`config.mk`:
```
export PLATFORM = sky130hd
export DESIGN_NAME = local_eject_fifo
export DESIGN_NICKNAME = d
export VERILOG_FILES = /design/src/rtl/local_eject_fifo.sv
export SDC_FILE = /design/constraint.sdc
export NUM_CORES = 1
export LEC_CHECK = 0
export ABC_CLOCK_PERIOD_IN_PS = 8240
export CORE_UTILIZATION = 50
export DETAILED_ROUTE_END_ITERATION = 8
export HOLD_SLACK_MARGIN = 0.02
export PLACE_DENSITY = 0.72
export SYNTH_ARGS = -nofsm -noshare
export SYNTH_HDL_FRONTEND = slang
export SYNTH_SLANG_ARGS = --single-unit
```
`constraint.sdc`:
```
create_clock -name clk -period 8.24 [get_ports clk]
set_input_delay 1.648 -clock clk [delete_from_list [all_inputs] [get_ports clk]]
set_output_delay 1.648 -clock clk [all_outputs]
set_load 0.05 [all_outputs]
```
`src/rtl/local_eject_fifo.sv`:
```
// Elastic flit buffer on the router local eject path with passive
// head/body/tail framing checker, packet counter and sticky first-error capture.
module local_eject_fifo #(
  parameter int FLIT_WIDTH = 34,
  parameter int DEPTH      = 4,
  parameter int SZ_WIDTH   = 8,
  parameter int CNT_WIDTH  = 16
) (
  input  logic                         clk,
  input  logic                         arst,
  input  logic [FLIT_WIDTH-1:0]        flit_i,
  input  logic                         valid_i,
  output logic                         ready_o,
  output logic [FLIT_WIDTH-1:0]        flit_o,
  output logic                         valid_o,
  input  logic                         ready_i,
  output logic [$clog2(DEPTH+1)-1:0]   occupancy_o,
  output logic                         pkt_done_o,
  output logic [CNT_WIDTH-1:0]         pkt_cnt_o,
  output logic                         err_o,
  output logic [2:0]                   err_code_o,
  input  logic                         err_clr_i
);

  localparam int PW = $clog2(DEPTH);
  localparam int OW = $clog2(DEPTH+1);

  typedef enum logic [1:0] {FT_HEAD, FT_BODY, FT_TAIL, FT_RSVD} ftype_t;
  typedef enum logic {IDLE, IN_PKT} state_t;

  logic [FLIT_WIDTH-1:0] mem [DEPTH];
  logic [FLIT_WIDTH-1:0] last_q;
  logic [PW-1:0]         wr_ptr, rd_ptr;
  logic [OW-1:0]         occ_q;
  logic                  push, pop;

  state_t                state_q, nxt_state;
  logic [SZ_WIDTH-1:0]   rem_q, nxt_rem;
  logic                  hit_done, hit_err;
  logic [2:0]            cause;
  ftype_t                ftype;
  logic [SZ_WIDTH-1:0]   fsize;

  assign ready_o     = (occ_q != OW'(DEPTH));
  assign valid_o     = (occ_q != '0);
  assign occupancy_o = occ_q;
  assign push        = valid_i & ready_o;
  assign pop         = valid_o & ready_i;
  // When empty the read slot is stale, so present the last popped flit instead.
  assign flit_o      = valid_o ? mem[rd_ptr] : last_q;

  always_ff @(posedge clk or posedge arst) begin
    if (arst) begin
      for (int unsigned i = 0; i < DEPTH; i++) mem[i] <= '0;
      last_q <= '0;
      wr_ptr <= '0;
      rd_ptr <= '0;
      occ_q  <= '0;
    end else begin
      if (push) begin
        mem[wr_ptr] <= flit_i;
        wr_ptr      <= wr_ptr + PW'(1);
      end
      if (pop) begin
        last_q <= mem[rd_ptr];
        rd_ptr <= rd_ptr + PW'(1);
      end
      case ({push, pop})
        2'b10:   occ_q <= occ_q + OW'(1);
        2'b01:   occ_q <= occ_q - OW'(1);
        default: occ_q <= occ_q;
      endcase
    end
  end

  assign ftype = ftype_t'(flit_i[FLIT_WIDTH-1 -: 2]);
  assign fsize = flit_i[SZ_WIDTH-1:0];

  always_comb begin
    nxt_state = state_q;
    nxt_rem   = rem_q;
    hit_done  = 1'b0;
    hit_err   = 1'b0;
    cause     = '0;
    if (push) begin
      case (ftype)
        FT_HEAD: begin
          if (state_q == IN_PKT) begin
            hit_err = 1'b1;
            cause   = 3'd2;
          end
          if (fsize == '0) begin
            hit_done  = 1'b1;
            nxt_state = IDLE;
            nxt_rem   = '0;
          end else begin
            nxt_state = IN_PKT;
            nxt_rem   = fsize;
          end
        end
        FT_BODY: begin
          if (state_q == IDLE) begin
            hit_err = 1'b1;
            cause   = 3'd1;
          end else if (rem_q > SZ_WIDTH'(1)) begin
            nxt_rem = rem_q - SZ_WIDTH'(1);
          end else begin
            hit_err   = 1'b1;
            cause     = 3'd4;
            nxt_state = IDLE;
            nxt_rem   = '0;
          end
        end
        FT_TAIL: begin
          if (state_q == IDLE) begin
            hit_err = 1'b1;
            cause   = 3'd1;
          end else if (rem_q == SZ_WIDTH'(1)) begin
            hit_done = 1'b1;
          end else begin
            hit_err = 1'b1;
            cause   = 3'd3;
          end
          nxt_state = IDLE;
          nxt_rem   = '0;
        end
        default: begin
          hit_err   = 1'b1;
          cause     = 3'd5;
          nxt_state = IDLE;
          nxt_rem   = '0;
        end
      endcase
    end
  end

  always_ff @(posedge clk or posedge arst) begin
    if (arst) begin
      state_q    <= IDLE;
      rem_q      <= '0;
      pkt_done_o <= 1'b0;
      pkt_cnt_o  <= '0;
      err_o      <= 1'b0;
      err_code_o <= '0;
    end else begin
      state_q    <= nxt_state;
      rem_q      <= nxt_rem;
      pkt_done_o <= hit_done;
      if (hit_done) pkt_cnt_o <= pkt_cnt_o + CNT_WIDTH'(1);
      // A clear coinciding with a new error re-arms capture for that error.
      if (hit_err) begin
        err_o <= 1'b1;
        if (!err_o || err_clr_i) err_code_o <= cause;
      end else if (err_clr_i) begin
        err_o      <= 1'b0;
        err_code_o <= '0;
      end
    end
  end

endmodule
```
Yosys cells after proc, flatten, opt, wreduce, memory -nomap -nowiden --
Index checks and enable logic that the tools add are counted. Widths: inputs -> output; s select.
Storage, ports and cells: register bits after elaboration 207, input bits 39, output and inout port bits 60, word-level logic and storage cells 86
Cells by class: $add $sub $neg 6, $lt $le $gt $ge 4, equal/unequal tests 8, multiplexer cells 40, bitwise operators 4, reduce and logical (&&, ||, !) cells 10
Operators by type and width (count):
- $bwmux 136 | 1
- $mux 34 | 4
- $bmux 34 s2 | 1
- $demux 34 s2 | 1
- $mux 8 | 3
- $mux 3 | 6
- $add 16x1->16 const B | 1
- $pmux 8 s2 | 1
- $mux 1 | 15
- $pmux 3 s3 | 1
- $eq 8x1->1 const B | 1
- $gt 8x1->1 const B | 1
- $logic_not 8->1 | 1
- $sub 8x1->8 const B | 1
- $ge 3x3->1 const B | 2
- $mux 2 | 3
- $not 2->3 | 2
- $pmux 3 s2 | 1
- $add 2x1->2 const B | 2
- $eq 2x1->1 const B | 2
- $eq 2x2->1 const B | 2
- $pmux 1 s2 | 2
- $reduce_and 2->1 | 2
- $reduce_bool 2->1 | 2
- other kinds (13) | 14

Logic depth before layout (Yosys ltp) --
word-level depth 7, gate-level depth with buffers 11, gate-level depth less buffers 9

Least setup slack after synthesis --
No wires, ideal clock.
kind register to output, start reg occ_q[0] (netlist: occupancy_o[0]), end out flit_o[24], arrival 2.255 ns, required time 6.592 ns, setup slack 4.337 ns, stages on the path, launching flop included 5, buffers on the path 2, path through dfrtp_1 > or3_1 > buf_2 > buf_1 > mux2_2
Between the ends: longest elaborated chain between the ends 2
Ends and longest elaborated chain:
- from (decl) | line 34 | logic [OW-1:0] occ_q;
- from (signal assigned) | line 69 | 2'b10: occ_q <= occ_q + OW'(1);
- from (signal assigned) | line 70 | 2'b01: occ_q <= occ_q - OW'(1);
- from (signal assigned) | line 71 | default: occ_q <= occ_q;
- $reduce_bool 3->1 | line 45 | assign valid_o = (occ_q != '0);
- named net valid_o | line 15 | output logic valid_o,
- $mux 34 | line 50 | assign flit_o = valid_o ? mem[rd_ptr] : last_q;
- to (decl) | line 14 | output logic [FLIT_WIDTH-1:0] flit_o,
The timed path passes the listed nets, and every way through them passes these cells.

Worst setup path after layout --
start reg rd_ptr[0], end out flit_o[25]
Between the ends: longest elaborated chain between the ends 5
Ends and longest elaborated chain:
- from (decl) | line 33 | logic [PW-1:0] wr_ptr, rd_ptr;
- from (signal assigned) | line 66 | rd_ptr <= rd_ptr + PW'(1);
- $not 2->3 (implied by the code) | line 50
- $bmux 34 s2 | line 50
- $mux 34 (implied by the code) (2 in a row) | line 50
- $mux 34 | line 50
Every way passes these cells. The select of a mux whose other input is x is not followed.

==> run metrics <==
YS warnings=0; DR vias/cell=5.703; Vias=5532; Post-synth EDFFs=0; Worst-path clk slew=0.06 ns; max_slew headroom=27.44%; Sink Count=207; post-synth top area cell=dfrtp_1; Yosys reg bits=207; Synth top area share=54.70%; Cell Rows=49; Min-Delay Path Class=register to register; H-tree lvl count=1; RSZ-0062 raised after global routing=no; Final Slew Violations=0; Synth Area in Simple Gates=4.519%; WL final=19040 um; TritonCTS clock tree=yes; P&R area growth vs syn=19.07%; Power per Cell Area=485.2 nW/um^2; chip height=139.6 um; core area=18270 sq um; Clock Skew=0.006272 ns; status=finished clean; Root Driver=clkbuf_16; Crit. End Element=output pin; Cell Area, Synth=9469 sq um; final setup TNS=0 ns; Final min period=4.919 ns; Peak VDD IR=0.3732 mV; P_leak=4.766 nW; routed len/inst=19.63 um; critical path type=register to output pin; post-route setup slack=3.321 ns; Synth Area in Compound Gates=2.828%; post-CTS setup buffer count=0; ratio of cells with drive above 1 in the final layout=38.73%; Post-Synth Adder-Cell Area=1.268%; GP Congestion=0.7934; critical path arrival=3.27 ns; post-synthesis net count=685; mux cell area share after synthesis=32.24%; sequential area share after synthesis=54.70%; Mapped Cells=637; Total Power=5.470 mW; dpl hpwl=11780 um; grt ovf=0; largest family of logic cells by synthesized area=multiplexers; Ant. Diodes=0; number of top-level pins=99; asr flop ratio synth=100.0%; die area=19490 sq um; syn_area_per_cell=14.87 sq um; Port Buffers=98; Max FO, Critical Path=23; design area=11270 sq um; Worst Tran Pin Value=1.084 ns; CTS Buf Count=23; DRT Pass-1 Iters=5; fill cell count=1356; Clk Latency, worst-skew pair=0.49 ns; fmax=0.2033 GHz; clock tree buffer depth=3; post-place setup slack=3.750 ns; type of origin of the critical path=register; Placed Area=10590 sq um; Worst EP required=6.59 ns; xor/xnor cell area share of the yosys netlist=1.942%; Total GRT Usage=20.49%; final hold violations=0; drt drc=0; R2R setup slack=4.90 ns; Final Cycle Share=59.70%; Post-CTS Resized=0; hold_buf cts=0; top cells by area, synth=dfrtp_1 55%, mux2_2 24%, mux4_2 8.1%; Setup-failing EPs final=0; post-route ant nets=0; Initial Utilization=51.83%; synth unique cells=52; max cap viols=0; first-pass GRT wire length=31880 um; largest net degree at the start of global routing=148; Iter 0 DRT Violations=198; initial antenna violation count=0; Final #Nets=776; vias in the first global route=6232; Die X=139.6 um; Synth Flop Type=dfrtp_1
-- flip-flops by register name (all words and copies together), names as in the netlist --
signal / flops
occupancy_o: 3
last_q: 34
pkt_cnt_o: 16
rd_ptr: 2
mem: 136
err_code_o: 3
state_q: 1
pkt_done_o: 1
wr_ptr: 2
rem_q: 8
err_o: 1
-- synthesized netlist by cell type, drive strengths merged (2+ instances only) --
library cell,n
and3,5
a21oi,9
dfrtp,207
buf,26
nand4b,2
mux2i,2
nand4,9
a31oi,2
inv,14
nor2,12
nor2b,2
xnor2,16
or3,3
mux2,201
a221oi,2
nand3,6
or2,2
a32oi,2
a32o,2
nand2,21
nand2b,2
xor2,5
mux4,34
and2,2
nor4,5
o21ai,18
and4,2
clkbuf,9
ha,8
-- cells in the final DEF (no fill, tap or decap), types with 2 or more instances in the layout --
master,n
o21ai_0,17
nand2_1,16
nor4_1,4
a32o_1,2
clkbuf_16,23
mux2i_1,2
inv_1,12
xnor2_1,16
clkinv_2,2
nand2_2,5
dfrtp_1,205
and4_1,2
clkbuf_1,8
a21oi_1,8
nand2b_1,2
nand3_1,6
dfrtp_2,2
nor2_1,11
nand4b_1,2
mux2_2,200
xor2_1,5
clkbuf_8,5
ha_1,8
nor2b_1,2
a32oi_1,2
a31oi_1,2
clkdlybuf4s50_1,98
and3_1,5
nand4_1,9
mux4_2,34
buf_4,3
-- routing by layer --
metal / share of wire, % / vias up / global-route usage (%)
met4: 1.9 / 0 / 4.511
li1: - / 2509 / -
met3: 3.6 / 27 / 2.959
met1: 44 / 2880 / 26.53
met5: 0 / - / 0
met2: 51 / 116 / 36.58
-- worst max-delay path, stage by stage, from the launching register on --
cell and delay, ns:
dfrtp_2 0.67, buf_4 0.51, mux4_2 0.59, mux2_2 0.28, clkdlybuf4s50_1 0.71
-- stage by stage --
step / utilization [%] / hold WS, ns / instances
2_1_floorplan: - / 0.4446 / 637
3_3_place_gp: 57.96 / 0.4567 / 932
3_5_place_dp: 57.96 / 0.4664 / 932
4_1_cts: 61.71 / 0.4795 / 970
5_1_grt: 61.71 / 0.5079 / 970
6_report: 61.71 / 0.4763 / 970
-- where the power goes --
group	switching, mW	leakage (nW)	internal, mW
combinational	1.44	1.92	1.30
sequential	0.302	2.51	1.49
clock	0.379	0.337	0.556
-- final cells by class --
| type | count | area (sq um) | share of cell area [%] |
|---|---|---|---|
| clock inverter | 2 | 10.01 | 0.08878 |
| multi-input combinational | 381 | 4055 | 35.97 |
| sequential | 207 | 5182 | 45.97 |
| inverter | 14 | 62.56 | 0.5549 |
| tap | 229 | 286.5 | 2.541 |
| timing repair buffer | 101 | 1003 | 8.900 |
| clock buffer | 36 | 674.4 | 5.982 |
-- cell families after synthesis --
| kind of cell | count (synthesis) |
|---|---|
| adder cells (fa/ha/maj) | 9 |
| buffers and inverters | 49 |
| AO/OA/AOI/OAI | 39 |
| flip-flops | 207 |
| XOR/XNOR | 21 |
| AND/OR/NAND/NOR | 75 |
| multiplexers | 237 |
-- worst paths after layout --
path,start,to,depth (start not counted)
worst max-delay path,rd_ptr[0],flit_o[25],4
worst min register to register,mem[67],mem[67],2
max in group asynchronous,arst,last_q[6],3
worst max register to register,occupancy_o[0],occupancy_o[2],9
min in group asynchronous,arst,last_q[17],2
worst min-delay path,mem[67],mem[67],2
(Power assumes the default switching activity.)
